==> config.mk <==
export PLATFORM = sky130hd
export DESIGN_NAME = uart_cmd_sequencer
export DESIGN_NICKNAME = d
export VERILOG_FILES = /design/src/rtl/uart_cmd_sequencer.sv
export SDC_FILE = /design/constraint.sdc
export NUM_CORES = 1
export LEC_CHECK = 0
export BUFFER_PORTS_ARGS = -buffer_cell sky130_fd_sc_hd__buf_2
export CELL_PAD_IN_SITES_DETAIL_PLACEMENT = 0
export CELL_PAD_IN_SITES_GLOBAL_PLACEMENT = 2
export CORE_UTILIZATION = 40
export DETAILED_ROUTE_END_ITERATION = 16
export GPL_ROUTABILITY_DRIVEN = 0
export GPL_TIMING_DRIVEN = 0
export PLACE_DENSITY = 0.93
export SLEW_MARGIN = 0
export SYNTH_ARGS = -nofsm -noshare
export SYNTH_HDL_FRONTEND = slang
export SYNTH_SLANG_ARGS = --single-unit
==> constraint.sdc <==
create_clock -name clk -period 5.45 [get_ports clk]
set_input_delay 0.8175 -clock clk [delete_from_list [all_inputs] [get_ports clk]]
set_output_delay 0.8175 -clock clk [all_outputs]
set_load 0.02 [all_outputs]
==> src/rtl/uart_cmd_sequencer.sv <==
// Decodes UART command bytes, steers payload into the parameter/mask/image stores, runs kernel+send and returns one ACK/NACK byte.
// All outputs registered (one cycle after the causing rx_dv/handshake); the response waits in ACK while tx_busy is high.
module uart_cmd_sequencer #(
    parameter int NUM_PARAMS  = 4,
    parameter int PARAM_BYTES = 2,
    parameter int MASK_BYTES  = 11,
    parameter int LEN_W       = 16,
    parameter int TIMEOUT_CYC = 100000,
    localparam int IDX_W = (NUM_PARAMS > 1) ? $clog2(NUM_PARAMS) : 1,
    localparam int MA_W  = (MASK_BYTES > 1) ? $clog2(MASK_BYTES) : 1,
    localparam int PD_W  = 8 * PARAM_BYTES,
    localparam int TMO_W = $clog2(TIMEOUT_CYC + 1)
) (
    input  logic             clk,
    input  logic             rst,
    input  logic             rx_dv,
    input  logic [7:0]       rx_byte,
    input  logic [LEN_W-1:0] input_len,
    input  logic             kernel_done,
    input  logic             send_done,
    input  logic             tx_busy,
    output logic             param_wr,
    output logic [IDX_W-1:0] param_idx,
    output logic [PD_W-1:0]  param_data,
    output logic             mask_wr,
    output logic [MA_W-1:0]  mask_addr,
    output logic             img_wr,
    output logic [LEN_W-1:0] img_addr,
    output logic [7:0]       wr_byte,
    output logic             run_kernel,
    output logic             in_addr_sel,
    output logic             start_send,
    output logic             tx_dv,
    output logic [7:0]       tx_byte,
    output logic             busy,
    output logic [3:0]       o_state
);

    typedef enum logic [3:0] {
        S_IDLE   = 4'd0,
        S_P_IDX  = 4'd1,
        S_P_DATA = 4'd2,
        S_MASK   = 4'd3,
        S_IMG    = 4'd4,
        S_RUN    = 4'd5,
        S_SEND   = 4'd6,
        S_ACK    = 4'd7
    } state_t;

    localparam logic [7:0] CMD_P  = 8'h70;
    localparam logic [7:0] CMD_M  = 8'h6D;
    localparam logic [7:0] CMD_I  = 8'h69;
    localparam logic [7:0] CMD_S  = 8'h73;
    localparam logic [7:0] CMD_O  = 8'h6F;
    localparam logic [7:0] RESP_A = 8'h41;
    localparam logic [7:0] RESP_E = 8'h45;

    state_t            state_q, state_d;
    logic [LEN_W-1:0]  cnt_q, cnt_d;
    logic [LEN_W-1:0]  len_q, len_d;
    logic              bad_q, bad_d;
    logic [IDX_W-1:0]  idx_q, idx_d;
    logic [PD_W-1:0]   asm_q, asm_d;
    logic [7:0]        resp_q, resp_d;
    logic [TMO_W-1:0]  tmo_q, tmo_d;

    logic              param_wr_q, param_wr_d;
    logic [IDX_W-1:0]  param_idx_q, param_idx_d;
    logic [PD_W-1:0]   param_data_q, param_data_d;
    logic              mask_wr_q, mask_wr_d;
    logic [MA_W-1:0]   mask_addr_q, mask_addr_d;
    logic              img_wr_q, img_wr_d;
    logic [LEN_W-1:0]  img_addr_q, img_addr_d;
    logic [7:0]        wr_byte_q, wr_byte_d;
    logic              run_q, run_d;
    logic              sel_q, sel_d;
    logic              start_send_q, start_send_d;
    logic              tx_dv_q, tx_dv_d;
    logic [7:0]        tx_byte_q, tx_byte_d;
    logic              busy_q, busy_d;
    logic              timed;

    always_comb begin
        state_d      = state_q;
        cnt_d        = cnt_q;
        len_d        = len_q;
        bad_d        = bad_q;
        idx_d        = idx_q;
        asm_d        = asm_q;
        resp_d       = resp_q;
        tmo_d        = '0;
        param_wr_d   = 1'b0;
        param_idx_d  = param_idx_q;
        param_data_d = param_data_q;
        mask_wr_d    = 1'b0;
        mask_addr_d  = mask_addr_q;
        img_wr_d     = 1'b0;
        img_addr_d   = img_addr_q;
        wr_byte_d    = wr_byte_q;
        run_d        = run_q;
        sel_d        = sel_q;
        start_send_d = 1'b0;
        tx_dv_d      = 1'b0;
        tx_byte_d    = tx_byte_q;

        timed = (state_q == S_P_IDX) || (state_q == S_P_DATA) ||
                (state_q == S_MASK)  || (state_q == S_IMG);
        if (timed && !rx_dv) begin
            tmo_d = tmo_q + 1'b1;
        end

        case (state_q)
            S_IDLE: begin
                if (rx_dv) begin
                    cnt_d = '0;
                    bad_d = 1'b0;
                    asm_d = '0;
                    case (rx_byte)
                        CMD_P: state_d = S_P_IDX;
                        CMD_M: state_d = S_MASK;
                        CMD_I: begin
                            len_d = input_len;
                            if (input_len == '0) begin
                                resp_d  = RESP_A;
                                state_d = S_ACK;
                            end else begin
                                state_d = S_IMG;
                            end
                        end
                        CMD_S: begin
                            run_d   = 1'b1;
                            sel_d   = 1'b1;
                            state_d = S_RUN;
                        end
                        CMD_O: begin
                            start_send_d = 1'b1;
                            state_d      = S_SEND;
                        end
                        default: begin
                            resp_d  = RESP_E;
                            state_d = S_ACK;
                        end
                    endcase
                end
            end
            S_P_IDX: begin
                if (rx_dv) begin
                    idx_d   = rx_byte[IDX_W-1:0];
                    bad_d   = ({24'd0, rx_byte} >= 32'(NUM_PARAMS));
                    state_d = S_P_DATA;
                end
            end
            S_P_DATA: begin
                if (rx_dv) begin
                    // cnt_q is the byte position; byte k lands in bits [8k+7:8k]
                    for (int k = 0; k < PARAM_BYTES; k++) begin
                        if (cnt_q == LEN_W'(k)) begin
                            asm_d[8*k +: 8] = rx_byte;
                        end
                    end
                    cnt_d = cnt_q + 1'b1;
                    if (cnt_q == LEN_W'(PARAM_BYTES - 1)) begin
                        if (!bad_q) begin
                            param_wr_d   = 1'b1;
                            param_idx_d  = idx_q;
                            param_data_d = asm_d;
                            resp_d       = RESP_A;
                        end else begin
                            resp_d = RESP_E;
                        end
                        state_d = S_ACK;
                    end
                end
            end
            S_MASK: begin
                if (rx_dv) begin
                    mask_wr_d   = 1'b1;
                    mask_addr_d = cnt_q[MA_W-1:0];
                    wr_byte_d   = rx_byte;
                    cnt_d       = cnt_q + 1'b1;
                    if (cnt_q == LEN_W'(MASK_BYTES - 1)) begin
                        resp_d  = RESP_A;
                        state_d = S_ACK;
                    end
                end
            end
            S_IMG: begin
                if (rx_dv) begin
                    img_wr_d   = 1'b1;
                    img_addr_d = cnt_q;
                    wr_byte_d  = rx_byte;
                    cnt_d      = cnt_q + 1'b1;
                    if (cnt_q == len_q - 1'b1) begin
                        resp_d  = RESP_A;
                        state_d = S_ACK;
                    end
                end
            end
            S_RUN: begin
                if (kernel_done) begin
                    run_d        = 1'b0;
                    sel_d        = 1'b0;
                    start_send_d = 1'b1;
                    state_d      = S_SEND;
                end
            end
            S_SEND: begin
                if (send_done) begin
                    resp_d  = RESP_A;
                    state_d = S_ACK;
                end
            end
            S_ACK: begin
                if (!tx_busy) begin
                    tx_dv_d   = 1'b1;
                    tx_byte_d = resp_q;
                    state_d   = S_IDLE;
                end
            end
            default: state_d = S_IDLE;
        endcase

        // A byte arriving on the expiry cycle takes priority over the abort
        if (timed && !rx_dv && (tmo_q == TMO_W'(TIMEOUT_CYC - 1))) begin
            resp_d  = RESP_E;
            state_d = S_ACK;
        end

        busy_d = (state_d != S_IDLE);
    end

    always_ff @(posedge clk or negedge rst) begin
        if (!rst) begin
            state_q      <= S_IDLE;
            cnt_q        <= '0;
            len_q        <= '0;
            bad_q        <= 1'b0;
            idx_q        <= '0;
            asm_q        <= '0;
            resp_q       <= '0;
            tmo_q        <= '0;
            param_wr_q   <= 1'b0;
            param_idx_q  <= '0;
            param_data_q <= '0;
            mask_wr_q    <= 1'b0;
            mask_addr_q  <= '0;
            img_wr_q     <= 1'b0;
            img_addr_q   <= '0;
            wr_byte_q    <= '0;
            run_q        <= 1'b0;
            sel_q        <= 1'b0;
            start_send_q <= 1'b0;
            tx_dv_q      <= 1'b0;
            tx_byte_q    <= '0;
            busy_q       <= 1'b0;
        end else begin
            state_q      <= state_d;
            cnt_q        <= cnt_d;
            len_q        <= len_d;
            bad_q        <= bad_d;
            idx_q        <= idx_d;
            asm_q        <= asm_d;
            resp_q       <= resp_d;
            tmo_q        <= tmo_d;
            param_wr_q   <= param_wr_d;
            param_idx_q  <= param_idx_d;
            param_data_q <= param_data_d;
            mask_wr_q    <= mask_wr_d;
            mask_addr_q  <= mask_addr_d;
            img_wr_q     <= img_wr_d;
            img_addr_q   <= img_addr_d;
            wr_byte_q    <= wr_byte_d;
            run_q        <= run_d;
            sel_q        <= sel_d;
            start_send_q <= start_send_d;
            tx_dv_q      <= tx_dv_d;
            tx_byte_q    <= tx_byte_d;
            busy_q       <= busy_d;
        end
    end

    assign param_wr    = param_wr_q;
    assign param_idx   = param_idx_q;
    assign param_data  = param_data_q;
    assign mask_wr     = mask_wr_q;
    assign mask_addr   = mask_addr_q;
    assign img_wr      = img_wr_q;
    assign img_addr    = img_addr_q;
    assign wr_byte     = wr_byte_q;
    assign run_kernel  = run_q;
    assign in_addr_sel = sel_q;
    assign start_send  = start_send_q;
    assign tx_dv       = tx_dv_q;
    assign tx_byte     = tx_byte_q;
    assign busy        = busy_q;
    assign o_state     = state_q;

endmodule

Word-level counts from Yosys, hierarchy flattened:

Cells that the tools add are included.

* register bits after elaboration: 141
* input port bits: 30
* word-level logic and storage cells: 145

* add/subtract/negate cells: 3
* $lt $le $gt $ge: 1
* equal/unequal tests: 32
* muxes and demuxes: 56
* bitwise logic cells: 2
* reduce and logical (&&, ||, !) cells: 30

Operators with widths (number)
* 2-to-1 mux 8 bit: 12
* one-hot mux 16 bit (2 select lines): 2
* 2-to-1 mux 16 bit: 3
* 2-to-1 mux 4 bit: 12
* equality test 8 x 7 -> 1 bit, second input constant: 5
* one-hot mux 8 bit (5 select lines): 1
* zero test 16 bit: 2
* one-hot mux 4 bit (8 select lines): 1
* adder 17 x 1 -> 17 bit, second input constant: 1
* equality test 17 bit, second input constant: 1
* 2-to-1 mux 1 bit: 17
* 2-to-1 mux 17 bit: 1
* adder 16 x 1 -> 16 bit, second input constant: 1
* equality test 16 x 1 -> 1 bit, second input constant: 1
* equality test 16 bit: 1
* equality test 16 x 4 -> 1 bit, second input constant: 1
* equality test 4 x 3 -> 1 bit, second input constant: 4
* one-hot mux 8 bit (2 select lines): 1
* subtractor 16 x 1 -> 16 bit, second input constant: 1
* one-hot mux 3 bit (5 select lines): 1
* AND reduction 3 bit: 4
* AND reduction 11 bit: 1
* AND reduction 2 bit: 5
* inequality test 3 x 1 -> 1 bit, second input constant: 3
* 23 further kinds: 42

Depth between registers and ports, before layout:

Gate-level depths: netlist of run 1.

* depth after elaboration: 8
* depth in mapped cells: 9

Least setup slack after synthesis of run 1:

Ideal clock, no wire load.

* kind: input-to-reg
* start: input port rx_dv
* end: register len_q[11]
* data arrival time: 2418 ps
* data required time: 5325 ps
* slack: 2907 ps
* stages on the path: 6
* path through: nand2b_1 > or2_2 > nor2_1 > and2_1 > clkbuf_1 > mux2_2

* word-level cells in the longest chain between the ends: 1

RTL lines
* start: declaration: RTL line 16 `input logic rx_dv,`
* AND reduction 3 bit (no source line)
* end signal: assignment: RTL line 259 `len_q <= len_d;`
* end: declaration: RTL line 60 `logic [LEN_W-1:0] len_q, len_d;`

Every way passes these cells.
A chain may end at the register's enable or synchronous reset.

Worst setup path in the final report of run 1:

* start: register len_q[0]
* end: register resp_q[2]

* word-level cells in the longest chain between the ends: 4

RTL lines
* subtractor 16 x 1 -> 16 bit: RTL line 193 `if (cnt_q == len_q - 1'b1) begin`
* equality test 16 bit: RTL line 193
* inequality test 3 x 1 -> 1 bit (no source line)
* AND reduction 11 bit (no source line)
* end signal: assignment: RTL line 263 `resp_q <= resp_d;`
* end: declaration: RTL line 64 `logic [7:0] resp_q, resp_d;`

Every way passes these cells.

==> results.cfg, run 1 <==
[pwr]
p_leak_nw = 3.79
p_per_area_mw_per_mm2 = 419
vdd_ir_drop_max_v = 0.000215

[finish]
antennaDiodeCount = 0
utilization_pct = 49.9
final_cells = 972
area_growth_pct = 21.1
drive_gt1_share_pct = 25.3
n_fill_cell = 1478
layout.nets = 780

[floorplanning]
start_util_pct = 41.2
rows = 46
die-area_mm2 = 0.0169
io_pins = 96
die_h_um = 130
die_w_um = 130
core_area_mm2 = 0.0159

[clock_network]
numCtsBuffers = 17
cts_buffer_depth = 2
cts_hold_buf = 0
clock-root-buffer = clkbuf_16
post_cts_buffers = 0
cts_tree = done
clk_latency_ns = 0.42
post_cts_resize_count = 0
clk_pin_slew_ns = 0.06
cts.htree.levels = 4
clock-sinks = 129

[timing]
slew_violations = 0
finalCritPeriodShare_pct = 58.8
hold_violations = 0
grt_setup_unrepaired = no
setup_slack_ns = 2.25
timing.fmax_mhz = 312
finalSetupViolations = 0
fin_setup_tns_ns = 0
worst_clock_skew_ns = 0.0111
finalCriticalPeriod_ns = 3.20
relSlewSlack_pct = 31.1
worst_pin_slew_ns = 1.03

[drt]
avgRoutedWirePerCell_um = 16.6
wirelength_mm = 16.1
drc = 0
wl_met3_um = 599
via_per_inst = 5.40
num_vias = 5245
ant_nets = 0
met1Wirelength_mm = 7.30
met2WireLength_mm = 7.99
dr.max_layer_used = met4
first_pass_iters = 5
drt_iter0_drc = 296

[run]
max_cap_viol_count = 0

[critical_path]
start_kind = flop
r2r-end = resp_q[2]
worstPathArrival_ns = 3.50
worst_ep_required_time_ns = 5.75
reg2regPathDepth = 7
worst_setup_path_end_kind = flop
path_max_fanout = 8
rr_startpoint = len_q[0]
r2r_setup_slack_ns = 2.25
path_class = flop to flop

[yosys]
yosysTopAreaCellShare_pct = 49.2
syn_avg_cell_area_um2 = 10.4
yosysSeqAreaShare_pct = 49.2
async_reset_ff_share_pct = 100
yosysMostFrequentCell = dfrtp_1
syn_area_mm2 = 0.00657
synth.top_cells.by_count = dfrtp_1, nor2_1, mux2_2, nand2_1, a21oi_1
syn_inst = 631
synthTopCellsByArea = dfrtp_1, mux2_2, a22o_1
synth-seq-cells = 129
yosysUniqueCellTypes = 65
yosys_most_used_dff = dfrtp_1
synth_edf_count = 0
yosysWarnings = 0
synth_top_area_cell = dfrtp_1

[grt]
grt_first_pass_wirelength_mm = 26.3
grt_max_degree = 74
gr-total-overflow = 0
antenna_found_initial = 0
track_usage_pct = 20.4
grt_pass1_vias = 5197

[placed_design]
dp_slack_ns = 2.13
dp_cells = 941
io_buffers = 88
post-dp-hpwl_mm = 11.6

[hold_path]
min_path_type = primary input to async pin

[outcome]
outcome = finished clean
[critical path, cell delays in order, from the launching register on]
cell and delay, ns:
dfrtp_1 0.42, nor4_1 0.74, nand2_1 0.38, nor4_1 0.49, o22ai_1 0.14, nor4bb_1 0.38
a2bb2oi_1 0.19, mux2_1 0.34
[power by group]
part / switching (W) / internal [W] / leakage [nW]
Combinational: 0.000502 / 0.000368 / 1.77
Clock: 0.000413 / 0.000785 / 0.299
Sequential: 0.000126 / 0.00114 / 1.72
Total: 0.00104 / 0.00229 / 3.79
[state kept, by name, summed over array words and instances (netlist names), 2 cells and up]
signal and cells:
param_idx 2, len_q 16, tmo_q 17, mask_addr 4, param_data 16, wr_byte 8
cnt_q 16, idx_q 2, tx_byte 2, img_addr 16, asm_q 16, o_state 4
resp_q 2
[cell families after synthesis]
family | synth area share [%]
multiplexers | 10.0
buffers and inverters | 4.00
XOR/XNOR | 5.87
AO/OA/AOI/OAI | 12.7
flip-flops | 49.2
adder cells (fa/ha/maj) | 1.14
other | 0.0571
AND/OR/NAND/NOR | 17.1
[cell type report]
| type | count | area [µm²] | area share [%] |
|---|---|---|---|
| buffer | 41 | 214 | 2.69 |
| clock buffer | 21 | 460 | 5.79 |
| clock inverter | 10 | 159 | 2.00 |
| inverter | 13 | 48.8 | 0.614 |
| multi-input combinational | 453 | 3090 | 38.9 |
| sequential | 129 | 3230 | 40.6 |
| tap | 216 | 270 | 3.40 |
| timing repair buffer | 89 | 474 | 5.97 |
[worst max path at each step]
stage	startpoint	endpoint	slack, ns	depth (start not counted)
2_1_floorplan	rx_dv	len_q[11]	2.91	6
3_3_place_gp	rst	img_addr[11]	1.92	1
3_5_place_dp	rx_dv	busy	2.13	9
4_1_cts	len_q[0]	resp_q[2]	2.26	7
5_1_grt	len_q[2]	resp_q[2]	1.94	7
6_report	len_q[0]	resp_q[2]	2.25	7
[metrics by stage]
step / hold WS [ns] / power, W / instance area, µm²
after floorplan: 0.432 / 0.00187 / 6580
after global placement: 0.465 / 0.00212 / 7290
after detailed placement: 0.472 / 0.00215 / 7330
after CTS: 0.365 / 0.00336 / 7950
after global routing: 0.402 / 0.00349 / 7950
final: 0.360 / 0.00333 / 7950
[per-layer routing]
metal | vias up | track usage (%)
li1 | 2486 | -
met1 | 2621 | 26.0
met2 | 121 | 34.2
met3 | 17 | 4.43
met4 | 0 | 7.11
met5 | - | 0
[layout by cell type (no fill, tap or decap), drive strengths merged, types with 5 or more instances in the layout]
master	netlist	layout
a21oi	36	36
a22o	32	32
and3	6	6
buf	12	101
clkbuf	29	50
conb	1	6
dfrtp	129	129
ha	6	6
inv	13	13
mux2	45	45
mux2i	15	15
nand2	39	39
nand3	20	20
nand4	12	12
nor2	65	65
nor2b	7	7
nor3	11	11
nor3b	5	5
nor4	13	13
o21ai	25	25
o22ai	5	5
or2	5	5
or3	8	8
xnor2	19	19
xor2	25	25
Power figures use the tool's default switching activity.
==> run 2, diff against run 1 <==
ABC_AREA = 1   (was not set)
CORE_UTILIZATION = 34   (was 40)
PLACE_DENSITY = 0.87   (was 0.93)
clock period = 3.2 ns   (was 5.45 ns; I/O delays follow)
==> results.cfg, run 2 <==
[outcome]
outcome = finished clean

[timing]
worst_clock_skew_ns = 0.00824
relSlewSlack_pct = 60.5
setup_slack_ns = 0.931
hold_violations = 0
worst_pin_slew_ns = 0.592
finalCriticalPeriod_ns = 2.27
slew_violations = 0
grt_setup_unrepaired = no
timing.fmax_mhz = 441
finalSetupViolations = 0
finalCritPeriodShare_pct = 70.9

[drt]
num_vias = 5819
via_per_inst = 4.67
wirelength_mm = 18.3
drt_iter0_drc = 327
first_pass_iters = 5
avgRoutedWirePerCell_um = 14.7
ant_nets = 0
drc = 0

[critical_path]
worst_ep_required_time_ns = 3.55
slowest_stage = dfrtp_1
crit_family = simple AND/OR/NAND/NOR gates
crit_top_cell = nand2_1
worstPathArrival_ns = 2.62
start_kind = flop
critPathMaxStageDelay_ns = 0.40
path_max_fanout = 6
worstPathCellList = inv_1 > ha_1 > nand2_2 > nor2_4 > nand2_1 > nand2_1 > nand2_1 > nor2_1 > nand3_1 > nor2_1 > nand2_1 > nand3_2 > inv_2 > nand2_1
path_class = flop to flop
cp_num_buf_inv = 2
worst_setup_path_end_kind = flop

[floorplanning]
die-area_mm2 = 0.0208
rows = 51
die_w_um = 144
io_pins = 96
start_util_pct = 35.0
core_area_mm2 = 0.0197
die_h_um = 144

[yosys]
yosysSeqAreaShare_pct = 47.0
synth.top_cells.by_count = nand2_1, dfrtp_1, inv_1, nor2_1, o21ai_0
yosysUniqueCellTypes = 43
yosysTopAreaCellShare_pct = 47.0
yosysMostFrequentCell = nand2_1
synth_top_area_cell = dfrtp_1
yosysWarnings = 0
synthTopCellsByArea = dfrtp_1, nand2_1, inv_1
yosys_most_used_dff = dfrtp_1
syn_avg_cell_area_um2 = 8.04
synth_edf_count = 0
async_reset_ff_share_pct = 100
synth-seq-cells = 129
syn_area_mm2 = 0.00687
syn_inst = 854

[finish]
drive_gt1_share_pct = 21.2
layout.nets = 1005
layout_commonest_cell = nand2_1
seqCellArea_mm2 = 0.00323
final_area_mm2 = 0.00830
area_growth_pct = 20.9
multi_input_area_mm2 = 0.00301
antennaDiodeCount = 0
n_fill_cell = 2075
regMostFlops = tmo_q
largest_reg_flops = 17
layout_common_cells = nand2_1, dfrtp_1, inv_1, buf_2, nor2_1

[pwr]
p_per_area_mw_per_mm2 = 745
p_leak_nw = 4.28
vdd_ir_drop_max_v = 0.000392

[clock_network]
cts_tree = done
cts_buffer_depth = 2
clk_pin_slew_ns = 0.06
post_cts_resize_count = 0
cts.htree.levels = 4
post_cts_buffers = 0
clock-root-buffer = clkbuf_16
clk_latency_ns = 0.42
clock-sinks = 129
numCtsBuffers = 17
cts_hold_buf = 0

[placed_design]
place_area_mm2 = 0.00770
io_buffers = 90
dp_slack_ns = 0.921
post-dp-hpwl_mm = 13.9

[grt]
grt_max_degree = 72
grt_first_pass_wirelength_mm = 29.6
grt_pass1_vias = 5693
gr-total-overflow = 0
track_usage_pct = 18.9
antenna_found_initial = 0

[run]
max_cap_viol_count = 0

[hold_path]
min_path_type = primary input to async pin
## run 2: kinds of logic after synthesis
kind of cell / after synthesis / share of synthesized area, %
simple gates: 399 / 27.3
buf+inv: 152 / 9.42
compound gates: 135 / 10.6
flops: 129 / 47.0
xor+xnor: 22 / 2.91
mux: 10 / 1.64
fa+ha+maj: 6 / 1.09
other cells: 1 / 0.0546
## run 2: area by class of cell
type                            instances  area share (%)
Multi-Input combinational cell        578            36.3
Timing Repair Buffer                   91            5.83
Inverter                              123            5.59
Sequential cell                       129            38.9
Clock buffer                           23            6.00
Clock inverter                          8            1.22
Buffer                                 29            2.20
Tap cell                              265            3.99
## run 2: metrics by stage
step | std cells | power, W | TNS, ns | util, % | hold WS, ns
final | 1246 | 0.00618 | 0 | 42.2 | 0.0345
after global routing | 1246 | 0.00660 | 0 | 42.2 | 0.0706
after CTS | 1246 | 0.00628 | 0 | 42.2 | 0.0473
after detailed placement | 1215 | 0.00427 | 0 | 39.2 | 0.452
after global placement | 1214 | 0.00424 | -29.80 | 39.0 | 0.452
after floorplan | 859 | 0.00359 | 0 | - | 0.184
## run 2: path summary, 6_finish.rpt
kind,from,endpoint,slack [ns],cells past startpoint
hold reg to reg,tmo_q[0],tmo_q[0],0.46,1
min in group clk,input_len[15],len_q[15],0.31,2
max in group asynchronous,rst,tmo_q[14],2.41,2
hold / removal,rst,len_q[15],0.03,1
setup reg to reg,len_q[0],busy,0.93,14
setup / recovery,len_q[0],busy,0.93,14
## run 2: worst register-to-register path: stages (launching register included)
cell	delay (ns)
dfrtp_1	0.40
inv_1	0.18
ha_1	0.27
nand2_2	0.12
nor2_4	0.21
nand2_1	0.07
nand2_1	0.09
nand2_1	0.06
nor2_1	0.11
nand3_1	0.08
nor2_1	0.23
nand2_1	0.17
nand3_2	0.11
inv_2	0.03
nand2_1	0.07
## run 2: where the power goes
| part | switching [W] | internal, W | total (W) |
|---|---|---|---|
| combinational | 0.00131 | 0.000662 | 0.00197 |
| sequential | 0.000222 | 0.00202 | 0.00224 |
| clock | 0.000729 | 0.00125 | 0.00198 |
## run 2: metal layers
layer / vias to the layer above / global-route usage, % / wire length (µm)
li1: 2987 / - / -
met1: 2703 / 24.3 / 8700
met2: 114 / 31.7 / 8630
met3: 15 / 4.04 / 690
met4: 0 / 5.98 / 240
met5: - / 0 / 0
==> run 3, diff against run 2 <==
clock period = 2.3 ns   (was 3.2 ns; I/O delays follow)
==> results.cfg, run 3 (synthesis gave the netlist of run 2 again) <==
[outcome]
outcome = finished clean

[finish]
largest_reg_flops = 17
drive_gt1_share_pct = 21.7
layout.nets = 1008
final_area_mm2 = 0.00833
seqCellArea_mm2 = 0.00323
n_fill_cell = 2074
area_growth_pct = 21.3
multi_input_area_mm2 = 0.00302
layout_commonest_cell = nand2_1
layout_common_cells = nand2_1, dfrtp_1, inv_1, buf_2, nor2_1
antennaDiodeCount = 0
regMostFlops = tmo_q

[timing]
finalSetupViolations = 0
finalCriticalPeriod_ns = 2.10
worst_clock_skew_ns = 0.00958
grt_setup_unrepaired = no
fin_setup_tns_ns = 0
timing.fmax_mhz = 475
worst_pin_slew_ns = 0.589
holdWs_ns = 0.179
hold_violations = 0
relSlewSlack_pct = 60.7
finalCritPeriodShare_pct = 91.5
setup_slack_ns = 0.196
slew_violations = 0

[grt]
antenna_found_initial = 0
grt_pass1_vias = 5693
grt_max_degree = 72
grt_busiest_layer = met2
use_met3_pct = 4.04
grt_first_pass_wirelength_mm = 29.6
track_usage_pct = 18.9
grtUsageMet1_pct = 24.3
gr-total-overflow = 0
use_met2_pct = 31.7

[drt]
avgRoutedWirePerCell_um = 14.6
wirelength_mm = 18.3
drt_iter0_drc = 371
via_per_inst = 4.66
num_vias = 5815
drc = 0
ant_nets = 0
first_pass_iters = 5

[placed_design]
post-dp-hpwl_mm = 13.9
io_buffers = 90
dp_slack_ns = 0.0214
place_area_mm2 = 0.00770

[hold_path]
min_path_type = primary input to flop
whs_path_depth = 2

[clock_network]
clk_latency_ns = 0.42
numCtsBuffers = 17
cts_buffer_depth = 2
cts.htree.levels = 4
clk_pin_slew_ns = 0.06
cts_tree = done
clock-sinks = 129
clock-root-buffer = clkbuf_16

[critical_path]
reg2regPathDepth = 8
worstPathArrival_ns = 2.38
path_class = flop to flop
worst_setup_path_end_kind = flop
path_max_fanout = 10
worst_ep_required_time_ns = 2.57
start_kind = flop

[pwr]
p_leak_nw = 4.29
vdd_ir_drop_max_v = 0.000545
p_per_area_mw_per_mm2 = 1030
total_power_w = 0.00861

[run]
max_cap_viol_count = 0

[floorplanning]
die_h_um = 144
io_pins = 96
die_w_um = 144
core_area_mm2 = 0.0197
start_util_pct = 35.0
rows = 51
die-area_mm2 = 0.0208
[run 3: area by class of cell]
type	instances	share of cell area, %
multi-input cells	578	36.2
plain buffers	29	2.19
clock buffers	23	5.98
well taps	265	3.98
clock inverters	8	1.22
repair buffers	94	6.11
inverters	123	5.57
flip-flops and latches	129	38.7
[run 3: per-stage QoR]
| step | util (%) | cells |
|---|---|---|
| 4_1_cts | 42.3 | 1247 |
| 2_1_floorplan | - | 859 |
| 3_5_place_dp | 39.2 | 1215 |
| 6_report | 42.4 | 1249 |
| 3_3_place_gp | 39.0 | 1214 |
| 5_1_grt | 42.4 | 1249 |
[run 3: power by group]
group	internal, W	total (W)	switching (W)	leakage, nW
Clock	0.00173	0.00275	0.00101	0.288
Combinational	0.000924	0.00275	0.00182	2.27
Sequential	0.00281	0.00312	0.000310	1.73
Total	0.00547	0.00861	0.00315	4.29
[run 3: worst max-delay path: stages, from the launching register on]
cell	delay [ns]
dfrtp_1	0.46
inv_2	0.18
ha_1	0.22
nand3_1	0.08
nor2_1	0.18
nand2_1	0.24
buf_2	0.26
o21ai_1	0.23
o22ai_1	0.10
[run 3: metal layers]
metal / share of wire (%) / vias up
met2: 47 / 114
met1: 48 / 2691
li1: - / 2995
met3: 3.5 / 15
met4: 1.2 / 0
met5: 0 / -
[run 3: final timing paths]
check / from / endpoint / slack, ns
max in group asynchronous: rst / tmo_q[14] / 1.07
min in group asynchronous: rst / len_q[15] / 0.48
worst max-delay path: cnt_q[1] / asm_q[12] / 0.20
worst max register to register: cnt_q[1] / asm_q[12] / 0.20
worst min register to register: tmo_q[0] / tmo_q[0] / 0.46
worst min-delay path: input_len[15] / len_q[15] / 0.18
[run 3: what timing repair did]
action / 4_1_cts / 5_1_grt
gates resized for setup: 0 / 4
hold buffers: 1 / 0
setup buffers: 0 / 2
endpoints found under the hold margin: 58 / 0
endpoints found under the setup margin: 0 / 15
